[config.mk]
export PLATFORM = sky130hd
export DESIGN_NAME = fifo_reader_flat
export DESIGN_NICKNAME = d
export VERILOG_FILES = /design/src/rtl/fifo_reader_if.sv /design/src/rtl/fifo_reader.sv /design/src/flat_wrapper.sv
export SDC_FILE = /design/constraint.sdc
export NUM_CORES = 1
export LEC_CHECK = 0
export CORE_ASPECT_RATIO = 1.4
export CORE_MARGIN = 3
export CORE_UTILIZATION = 56
export DETAILED_ROUTE_END_ITERATION = 8
export PLACE_DENSITY_LB_ADDON = 0.08
export SLEW_MARGIN = 20
export SYNTH_ARGS = -nofsm -noshare
export SYNTH_HDL_FRONTEND = slang
export SYNTH_SLANG_ARGS = --single-unit
[constraint.sdc]
create_clock -name i_clk -period 3 [get_ports i_clk]
set_input_delay 0.75 -clock i_clk [delete_from_list [all_inputs] [get_ports i_clk]]
set_output_delay 0.75 -clock i_clk [all_outputs]
set_load 0.02 [all_outputs]
[src/rtl/fifo_reader_if.sv]
// fifo_reader_if: FIFO read port and output stream handshake bundle for fifo_reader
interface fifo_reader_if #(
   parameter int WIDTH = 16
);
   logic [WIDTH-1:0] i_fifo_rdata;
   logic             i_fifo_empty;
   logic             o_fifo_pop;
   logic             o_valid;
   logic             i_ready;
   logic [WIDTH-1:0] o_data;
   logic             o_last;
   logic [1:0]       o_level;

   modport master (
      input  i_fifo_rdata, i_fifo_empty, i_ready,
      output o_fifo_pop, o_valid, o_data, o_last, o_level
   );

   modport slave (
      output i_fifo_rdata, i_fifo_empty, i_ready,
      input  o_fifo_pop, o_valid, o_data, o_last, o_level
   );
endinterface

[src/rtl/fifo_reader.sv]
// fifo_reader: drains a show-ahead FIFO into a 2-deep skid-buffered stream with burst framing
module fifo_reader #(
   parameter int WIDTH     = 16,
   parameter int BURST_LEN = 4
) (
   input  logic          i_clk,
   input  logic          i_rst_n,
   input  logic          i_flush,
   fifo_reader_if.master bus
);
   localparam logic [15:0] LAST_BEAT = 16'(BURST_LEN - 1);

   logic [WIDTH-1:0] head, skid;
   logic [1:0]       level;
   logic [15:0]      beat;
   logic             pop, xfer;

   // pop only looks at our own level so the FIFO side never waits on downstream ready
   always_comb begin
      pop  = i_rst_n && !bus.i_fifo_empty && !i_flush && (level != 2'd2);
      xfer = (level != 2'd0) && bus.i_ready;
   end

   assign bus.o_fifo_pop = pop;
   assign bus.o_valid    = (level != 2'd0);
   assign bus.o_data     = head;
   assign bus.o_last     = (level != 2'd0) && (beat == LAST_BEAT);
   assign bus.o_level    = level;

   // head/skid buffer, occupancy and beat counter; a popped word lands in head when head is free or leaving
   always_ff @(posedge i_clk or negedge i_rst_n) begin
      if (!i_rst_n) begin
         level <= 2'd0;
         beat  <= 16'd0;
         head  <= '0;
         skid  <= '0;
      end else if (i_flush) begin
         level <= 2'd0;
         beat  <= 16'd0;
      end else begin
         level <= level + {1'b0, pop} - {1'b0, xfer};
         if (xfer)
            beat <= (beat == LAST_BEAT) ? 16'd0 : beat + 16'd1;
         if (pop && (level == 2'd0 || xfer))
            head <= bus.i_fifo_rdata;
         else if (xfer)
            head <= skid;
         if (pop && !xfer && level == 2'd1)
            skid <= bus.i_fifo_rdata;
      end
   end
endmodule
[src/flat_wrapper.sv]
// flat-port wrapper written by rule: the top's interface ports become plain ports
module fifo_reader_flat 
#(
   parameter int WIDTH     = 16,
   parameter int BURST_LEN = 4
)
  (i_clk, i_rst_n, i_flush, bus_i_fifo_rdata, bus_i_fifo_empty, bus_i_ready, bus_o_fifo_pop, bus_o_valid, bus_o_data, bus_o_last, bus_o_level);
  fifo_reader_if #(.WIDTH(WIDTH)) bus_i ();
  input  logic i_clk;
  input  logic i_rst_n;
  input  logic i_flush;
  input wire logic [$bits(bus_i.i_fifo_rdata)-1:0] bus_i_fifo_rdata;
  input wire logic [$bits(bus_i.i_fifo_empty)-1:0] bus_i_fifo_empty;
  input wire logic [$bits(bus_i.i_ready)-1:0] bus_i_ready;
  output wire logic [$bits(bus_i.o_fifo_pop)-1:0] bus_o_fifo_pop;
  output wire logic [$bits(bus_i.o_valid)-1:0] bus_o_valid;
  output wire logic [$bits(bus_i.o_data)-1:0] bus_o_data;
  output wire logic [$bits(bus_i.o_last)-1:0] bus_o_last;
  output wire logic [$bits(bus_i.o_level)-1:0] bus_o_level;
  assign bus_i.i_fifo_rdata = bus_i_fifo_rdata;
  assign bus_i.i_fifo_empty = bus_i_fifo_empty;
  assign bus_i.i_ready = bus_i_ready;
  assign bus_o_fifo_pop = bus_i.o_fifo_pop;
  assign bus_o_valid = bus_i.o_valid;
  assign bus_o_data = bus_i.o_data;
  assign bus_o_last = bus_i.o_last;
  assign bus_o_level = bus_i.o_level;
  fifo_reader #(.WIDTH(WIDTH), .BURST_LEN(BURST_LEN)) u_core (.i_clk(i_clk), .i_rst_n(i_rst_n), .i_flush(i_flush), .bus(bus_i));
endmodule
Word level (Yosys, flattened, before mapping)
Index checks and enable logic that the tools add are counted.
{"block": "totals", "output_inout_bits": 21, "inputBits": 21, "word_cells": 35, "ff_bits": 50}
{"block": "op_classes", "add_sub_neg": 3, "n_eq_ne": 3, "reduce_logical": 18, "muxes": 6, "bitwise_logic": 1}
{"op": "16-bit two-way mux", "n": 5}
{"op": "16-bit by 1-bit adder with 16-bit output (second input constant)", "n": 1}
{"op": "16-bit by 2-bit equality test with 1-bit output (second input constant)", "n": 1}
{"op": "1-bit logical AND", "n": 8}
{"op": "2-bit nonzero test", "n": 3}
{"op": "2-bit AND reduction", "n": 2}
{"op": "1-bit zero test", "n": 3}
{"op": "2-bit by 1-bit adder with 2-bit output", "n": 1}
{"op": "2-bit by 1-bit equality test with 1-bit output (second input constant)", "n": 1}
{"op": "2-bit zero test", "n": 1}
{"op": "2-bit two-way mux", "n": 1}
{"op": "2-bit != test (second input constant)", "n": 1}
{"op": "2-bit by 1-bit subtractor with 2-bit output", "n": 1}
{"op": "1-bit logical OR", "n": 1}
{"op": "1-bit inverter", "n": 1}

Logic depth before layout (Yosys ltp)
Gate-level depths: netlist (run 1).
{"block": "depth", "depth_word": 7, "ltp_mapped": 8, "mapped_depth_nobuf": 8}

Worst setup path before layout (run 1)
No wires, ideal clock.
{"block": "synth_timing", "kind": "in2reg", "startpoint": "in i_flush", "endpoint": "reg u_core.skid[10]", "setup_ns": 0.125, "arrival_time_ns": 2.331, "setup_slack_ns": 0.544, "stages": 7, "required_ns": 2.875, "n_path_buf": 2, "cell_sequence": "nor2_1 -> and3_1 -> ha_1 -> nor4bb_1 -> buf_2 -> buf_2 -> mux2_2"}
{"block": "synth_via", "elab_chain_len": 6, "elab_cells_between_ends": 7, "classes_between": "1 x bitwise; 6 x reduce/logical"}
{"item": "from (decl)", "line": "flat_wrapper.sv:11", "source": "input logic i_flush;"}
{"item": "1-bit zero test", "line": "fifo_reader.sv:20", "source": "pop = i_rst_n && !bus.i_fifo_empty && !i_flush && (level != 2'd2);"}
{"item": "1-bit logical AND (2 in series)", "line": "fifo_reader.sv:20"}
{"item": "net bus_o_fifo_pop", "line": "flat_wrapper.sv:15", "source": "output wire logic [$bits(bus_i.o_fifo_pop)-1:0] bus_o_fifo_pop;"}
{"item": "1-bit logical AND (2 in series)", "line": "fifo_reader.sv:48", "source": "if (pop && !xfer && level == 2'd1)"}
{"item": "2-bit AND reduction (no line)"}
{"item": "to (signal assigned)", "line": "fifo_reader.sv:49", "source": "skid <= bus.i_fifo_rdata;"}
{"item": "to (decl)", "line": "fifo_reader.sv:13", "source": "logic [WIDTH-1:0] head, skid;"}
The timed path passes the listed nets, and every way through them passes these cells.
A chain may end at the register's enable or synchronous reset.

Worst setup path after layout (run 1)
{"block": "layout_timing", "startpoint": "reg u_core.beat[0]", "endpoint": "out bus_o_last"}
{"block": "layout_via", "elab_chain_len": 2}
{"item": "from (decl)", "line": "fifo_reader.sv:15", "source": "logic [15:0] beat;"}
{"item": "from (signal assigned)", "line": "fifo_reader.sv:43", "source": "beat <= (beat == LAST_BEAT) ? 16'd0 : beat + 16'd1;"}
{"item": "16-bit by 2-bit equality test with 1-bit output", "line": "fifo_reader.sv:27", "source": "assign bus.o_last = (level != 2'd0) && (beat == LAST_BEAT);"}
{"item": "1-bit logical AND", "line": "fifo_reader.sv:27"}
{"item": "to (decl)", "line": "flat_wrapper.sv:18", "source": "output wire logic [$bits(bus_i.o_last)-1:0] bus_o_last;"}
No other way between the ends.

==> impl_results.md, run 1 <==
- Primary FF master, synth: dfrtp_1
- Worst Reg2Reg Path Length in Cells: 5
- Clk_lat worst skew: 300 ps
- RSZ-0062 raised after global routing: no
- Setup TNS: 0 ps
- Via count: 1844
- CP delay by family, top: buffers and inverters
- FF-to-FF End: u_core.skid[15]$_DFFE_PN0P_
- Drt wl/cell: 15.6 um
- Worst Path Arrival: 2060 ps
- Peak supply drop: 0.536 mV
- Nets: 295
- CTS tree: built
- Slowest stage delay, CP: 600 ps
- WL final: 4.89 mm
- Final hold slack: 514 ps
- Avg Cell Area, Syn: 10.9 um2
- Cell breakdown of the critical path: ha_1 -> nor4b_1 -> nand4_2 -> nor2_1 -> clkdlybuf4s50_1
- Max Clock Skew: 8.09 ps
- Drt pass-1 iters: 4
- Critical path class: reg2out
- Post-layout min period: 2810 ps
- Antenna-violating nets left: 0
- Fillers: 293
- Crit path from: u_core.beat[0]$_DFFE_PN0P_
- R2r setup slk: 990 ps
- Count of different cell masters after synthesis: 38
- Syn Std Cell Area: 2440 um2
- Final hold viol count: 0
- RR Startpoint: u_core.bus.o_level[1]$_DFF_PN0_
- Highest clock rate: 355 MHz
- Die area: 5200 um2
- Inserted Diodes: 0
- Initial antenna violation count: 0
- Share of cells above drive strength 1: 0.155
- Slew @ Worst Pin: 644 ps
- Most frequent cells in the layout: dfrtp_1, clkdlybuf4s50_1, nor2_1
- Synth Net Count: 250
- Core Rows: 27
- Clock slew at reported path FFs: 90 ps
- WP data required: 2250 ps
- I/O pins: 42
- Starting Density: 0.602
- Area Growth Syn to Fin: 25.1%
- Post-CTS setup buffers: 0
- First-pass GRT wire length: 8.45 mm
- Initial DRC count: 78
- Seq cells post-synth: 50
- Die width: 61.8 um
- Slowest CP cell: clkdlybuf4s50_1
- CTS H-tree lvls: 2
- Seq/Total Area, Yosys: 0.512
- Clk root buf: clkbuf_8
- Worst min-delay path class: reg2reg
- CORE AREA: 4050 um2
- Leak pwr: 1.32 nW
- Status: finished, final reports clean
- Max Cap Viol: 0
- DRC: 0
- GRT Total Usage: 0.210
- Pin count of the biggest net entering global routing: 52
- CP endpoint: bus_o_last
- Slew margin rel.: 0.571
- Cells after Synth: 225
- Die Ht: 84.1 um
- Number of synthesized flops with an enable pin: 0
- TritonCTS buffer count: 5
- Via density: 5.87
- Worst path depth: 5
- Fin. max-slew vios: 0
- Sinks on the clock net: 50
- Worst setup SP type: flop
- YS warnings: 0
- Dpl hpwl: 3.41 mm
- Grt ovf: 0
- PD cells: 718 nW/um2
- Tcrit/Tclk final: 0.938
- CP max FO: 4
- Critical Path End Type: primary output
- Buffers and inverters on the worst path: 1
- Number of global-route vias before repair: 1906
- RePlAce Congestion: 0.811
- CTS Buffer Depth: 2
- Final setup vio count: 0
- Commonest non-fill, non-tap cell in the layout: dfrtp_1
- Asr flop ratio synth: 1.00
- IO Port Bufs: 41
==> kinds of logic (layout without fill, tap and decap cells) <==
| group | Yosys count | in the layout | share of synthesized area |
|---|---|---|---|
| muxes | 32 | 32 | 0.139 |
| xor gates and xnor gates | 9 | 9 | 0.0323 |
| AOI/OAI and AO/OA | 43 | 43 | 0.110 |
| adders and majority gates | 4 | 4 | 0.0205 |
| buffers and inverters | 18 | 64 | 0.0318 |
| DFF | 50 | 50 | 0.512 |
| and+or+nand+nor | 69 | 69 | 0.154 |
==> cell type report <==
class | count | area, um2 | share of cell area
Sequential cell | 50 | 1250 | 0.410
Multi-Input combinational cell | 157 | 1140 | 0.372
Timing Repair Buffer | 49 | 480 | 0.157
Clock buffer | 7 | 76.3 | 0.0250
Tap cell | 43 | 53.8 | 0.0176
Clock inverter | 1 | 30.0 | 0.00983
Inverter | 7 | 26.3 | 0.00860
==> cells in the mapped netlist (all sizes together) (3+ instances only) <==
cell | instances | area share
mux2 | 16 | 0.074
clkbuf | 5 | 0.0077
and4 | 4 | 0.017
o2111ai | 3 | 0.011
and2 | 3 | 0.0077
nand3 | 6 | 0.012
dfrtp | 50 | 0.51
buf | 6 | 0.013
a21oi | 16 | 0.033
nand2b | 3 | 0.0077
inv | 6 | 0.0092
o211ai | 4 | 0.012
nand4 | 5 | 0.015
and3 | 5 | 0.014
o21ai | 4 | 0.0097
xor2 | 8 | 0.029
a31oi | 11 | 0.028
o22ai | 3 | 0.0077
nor4 | 3 | 0.0077
nand2 | 4 | 0.0061
nor2 | 29 | 0.045
ha | 4 | 0.020
mux2i | 16 | 0.066
==> what timing repair did <==
item | in CTS | in global routing
setup endpoints to repair | 0 | 1
hold buffers | 0 | 0
resized for setup | 0 | 1
==> layer usage <==
layer  routed length [um]  GRT usage
met5                    0          0
met4                   78     0.0637
met3                  182     0.0415
met2                 2550      0.358
met1                 2070      0.258
==> flip-flops by register name, summed over array words and instances, names as in the netlist <==
name,count
u_core.bus.o_level,2
u_core.skid,16
u_core.beat,16
u_core.bus.o_data,16
==> power by group <==
part | internal, mW | total, mW | switching [mW] | leakage [nW]
sequential | 0.849 | 0.956 | 0.106 | 0.652
clock | 0.250 | 0.463 | 0.214 | 0.0524
combinational | 0.398 | 0.774 | 0.376 | 0.613
total | 1.50 | 2.19 | 0.696 | 1.32
==> worst min-delay path by stage <==
stage / from / cells after the start / endpoint
finish: u_core.skid[10]$_DFFE_PN0P_ / 1 / u_core.skid[10]$_DFFE_PN0P_
floorplan: i_rst_n / 0 / u_core.beat[0]$_DFFE_PN0P_
CTS: u_core.skid[10]$_DFFE_PN0P_ / 1 / u_core.skid[10]$_DFFE_PN0P_
global route: u_core.skid[7]$_DFFE_PN0P_ / 1 / u_core.skid[7]$_DFFE_PN0P_
global placement: u_core.skid[15]$_DFFE_PN0P_ / 1 / u_core.skid[15]$_DFFE_PN0P_
detailed placement: u_core.skid[10]$_DFFE_PN0P_ / 1 / u_core.skid[10]$_DFFE_PN0P_
==> per-stage QoR <==
| step | worst slack (ps) | power [mW] | util | cell area (um2) | std cells |
|---|---|---|---|---|---|
| 2_1_floorplan | 544 | 1.37 | - | 2440 | 225 |
| 3_3_place_gp | 93.5 | 1.73 | 0.727 | 2950 | 306 |
| 3_5_place_dp | 86.6 | 1.75 | 0.727 | 2950 | 306 |
| 4_1_cts | 83.0 | 2.21 | 0.753 | 3050 | 314 |
| 5_1_grt | 60.7 | 2.32 | 0.754 | 3060 | 314 |
| 6_report | 186 | 2.19 | 0.754 | 3060 | 314 |
Power figures use the tool's default switching activity.
==> run 2, diff against run 1 <==
- PLACE_DENSITY: not set -> 0.87
- PLACE_DENSITY_LB_ADDON: 0.08 -> not set
==> run 2 against run 1 <==
Effect of this change:
- hold slack worse by 2.1 ps
- first-iteration DRC count rose by 63%
- sequential share of layout area rose by 0.36 points
- wire length increased by 6.2%
- sequential cell count stayed put
- core utilization fell by 0.65 points
- critical path type unchanged
- clock skew decreased by 2.2 ps
==> impl_results.md, run 2 (same netlist as run 1, synthesis figures left out) <==
- # hold bufs at CTS: 0
- Die area: 5200 um2
- GRT Total Usage: 0.229
- WL final: 5.19 mm
- CORE AREA: 4050 um2
- Clk_lat worst skew: 310 ps
- Post-CTS setup buffers: 0
- Status: finished, final reports clean
- CTS Buffer Depth: 2
- IO Port Bufs: 41
- Via density: 5.99
- PD cells: 699 nW/um2
- DRC: 0
- Worst Reg2Reg Path Length in Cells: 5
- Clk root buf: clkbuf_8
- Area Growth Syn to Fin: 24.0%
- Leak pwr: 1.30 nW
- Antenna-violating nets left: 0
- Drt pass-1 iters: 4
- Fin. max-slew vios: 0
- Worst min-delay path class: reg2reg
- Initial antenna violation count: 0
- Tcrit/Tclk final: 0.937
- CTS H-tree lvls: 2
- Slew margin rel.: 0.576
- Final setup vio count: 0
- Dpl hpwl: 3.71 mm
- Final hold slack: 512 ps
- RePlAce Congestion: 0.881
- Setup TNS: 0 ps
- Share of cells above drive strength 1: 0.156
- R2r setup slk: 960 ps
- Grt ovf: 0
- Hold EP: u_core.skid[15]$_DFFE_PN0P_
- Starting Density: 0.602
- Sinks on the clock net: 50
- Die Ht: 84.1 um
- Drt wl/cell: 16.6 um
- RR Startpoint: u_core.bus.o_level[1]$_DFF_PN0_
- Critical Path End Type: primary output
- CTS tree: built
- Initial DRC count: 127
- Via count: 1875
- Die width: 61.8 um
- TritonCTS buffer count: 5
- Hold Path Stages: 1
- Commonest non-fill, non-tap cell in the layout: dfrtp_1
- Most frequent cells in the layout: dfrtp_1, clkdlybuf4s50_1, nor2_1
- Worst Path Arrival: 2060 ps
- Peak supply drop: 0.536 mV
- First-pass GRT wire length: 9.06 mm
- Max Cap Viol: 0
- Post-layout min period: 2810 ps
- FF-to-FF End: u_core.skid[10]$_DFFE_PN0P_
- Min-delay src: u_core.skid[15]$_DFFE_PN0P_
- Power, Total: 2.12 mW
- Number of global-route vias before repair: 1966
- Slew @ Worst Pin: 635 ps
- Inserted Diodes: 0
- Core Rows: 27
- Highest clock rate: 356 MHz
- Clock slew at reported path FFs: 90 ps
- CP max FO: 4
- I/O pins: 42
- Fillers: 271
- Max Clock Skew: 5.89 ps
- Final hold viol count: 0
- Nets: 295
- Critical path class: reg2out
- Pin count of the biggest net entering global routing: 52
- RSZ-0062 raised after global routing: no
- Worst setup SP type: flop
- WP data required: 2250 ps
run 2: cell count changes in the layout (fill, tap and decap cells not counted), sizes merged:
cell,change
bufinv,-1
clkbuf,-1
clkinvlp,+1
run 2: worst max-delay path by stage:
stage | startpoint | end | depth (start not counted)
4_1_cts | i_flush | bus_o_fifo_pop | 4
2_1_floorplan | i_flush | u_core.skid[10]$_DFFE_PN0P_ | 7
3_3_place_gp | i_flush | bus_o_fifo_pop | 4
5_1_grt | u_core.beat[0]$_DFFE_PN0P_ | bus_o_last | 5
3_5_place_dp | i_flush | bus_o_fifo_pop | 4
6_report | u_core.beat[0]$_DFFE_PN0P_ | bus_o_last | 5
run 2: where the power goes:
group	total (mW)	switching, mW	internal [mW]
Sequential	0.965	0.115	0.850
Clock	0.377	0.216	0.160
Combinational	0.776	0.379	0.397
run 2: timing repair:
action | in CTS | in global routing
gates resized for setup | 0 | 1
endpoints found under the hold margin | 0 | 0
setup endpoints to repair | 0 | 1
run 2: per-stage QoR:
| step | worst slack (ps) | util | instances | cell area (um2) |
|---|---|---|---|---|
| finish | 190 | 0.747 | 313 | 3030 |
| global route | 18.0 | 0.747 | 313 | 3030 |
| CTS | 42.8 | 0.747 | 313 | 3030 |
| detailed placement | 58.8 | 0.727 | 306 | 2950 |
| global placement | 75.5 | 0.727 | 306 | 2950 |
| floorplan | 544 | - | 225 | 2440 |
run 2: area by class of cell:
cell class / count / area (um2) / share of cell area
timing repair buffer: 49 / 480 / 0.159
multi-input combinational: 157 / 1140 / 0.375
sequential: 50 / 1250 / 0.413
tap: 43 / 53.8 / 0.0178
clock buffer: 6 / 72.6 / 0.0240
clock inverter: 1 / 7.51 / 0.00248
inverter: 7 / 26.3 / 0.00867
run 2: layer usage:
metal  track usage  up-vias  part of all wire
li1              -      901                 -
met4        0.0811        0             0.019
met2         0.371       41              0.52
met3        0.0492        8             0.041
met5             0        -                 0
met1         0.296      925              0.42
run 2: worst max-delay path: stages, from the launching register on:
cell and delay, ps:
dfrtp_1 400, ha_1 220, nor4b_1 290, nand4_2 140
nor2_1 110, clkdlybuf4s50_1 600
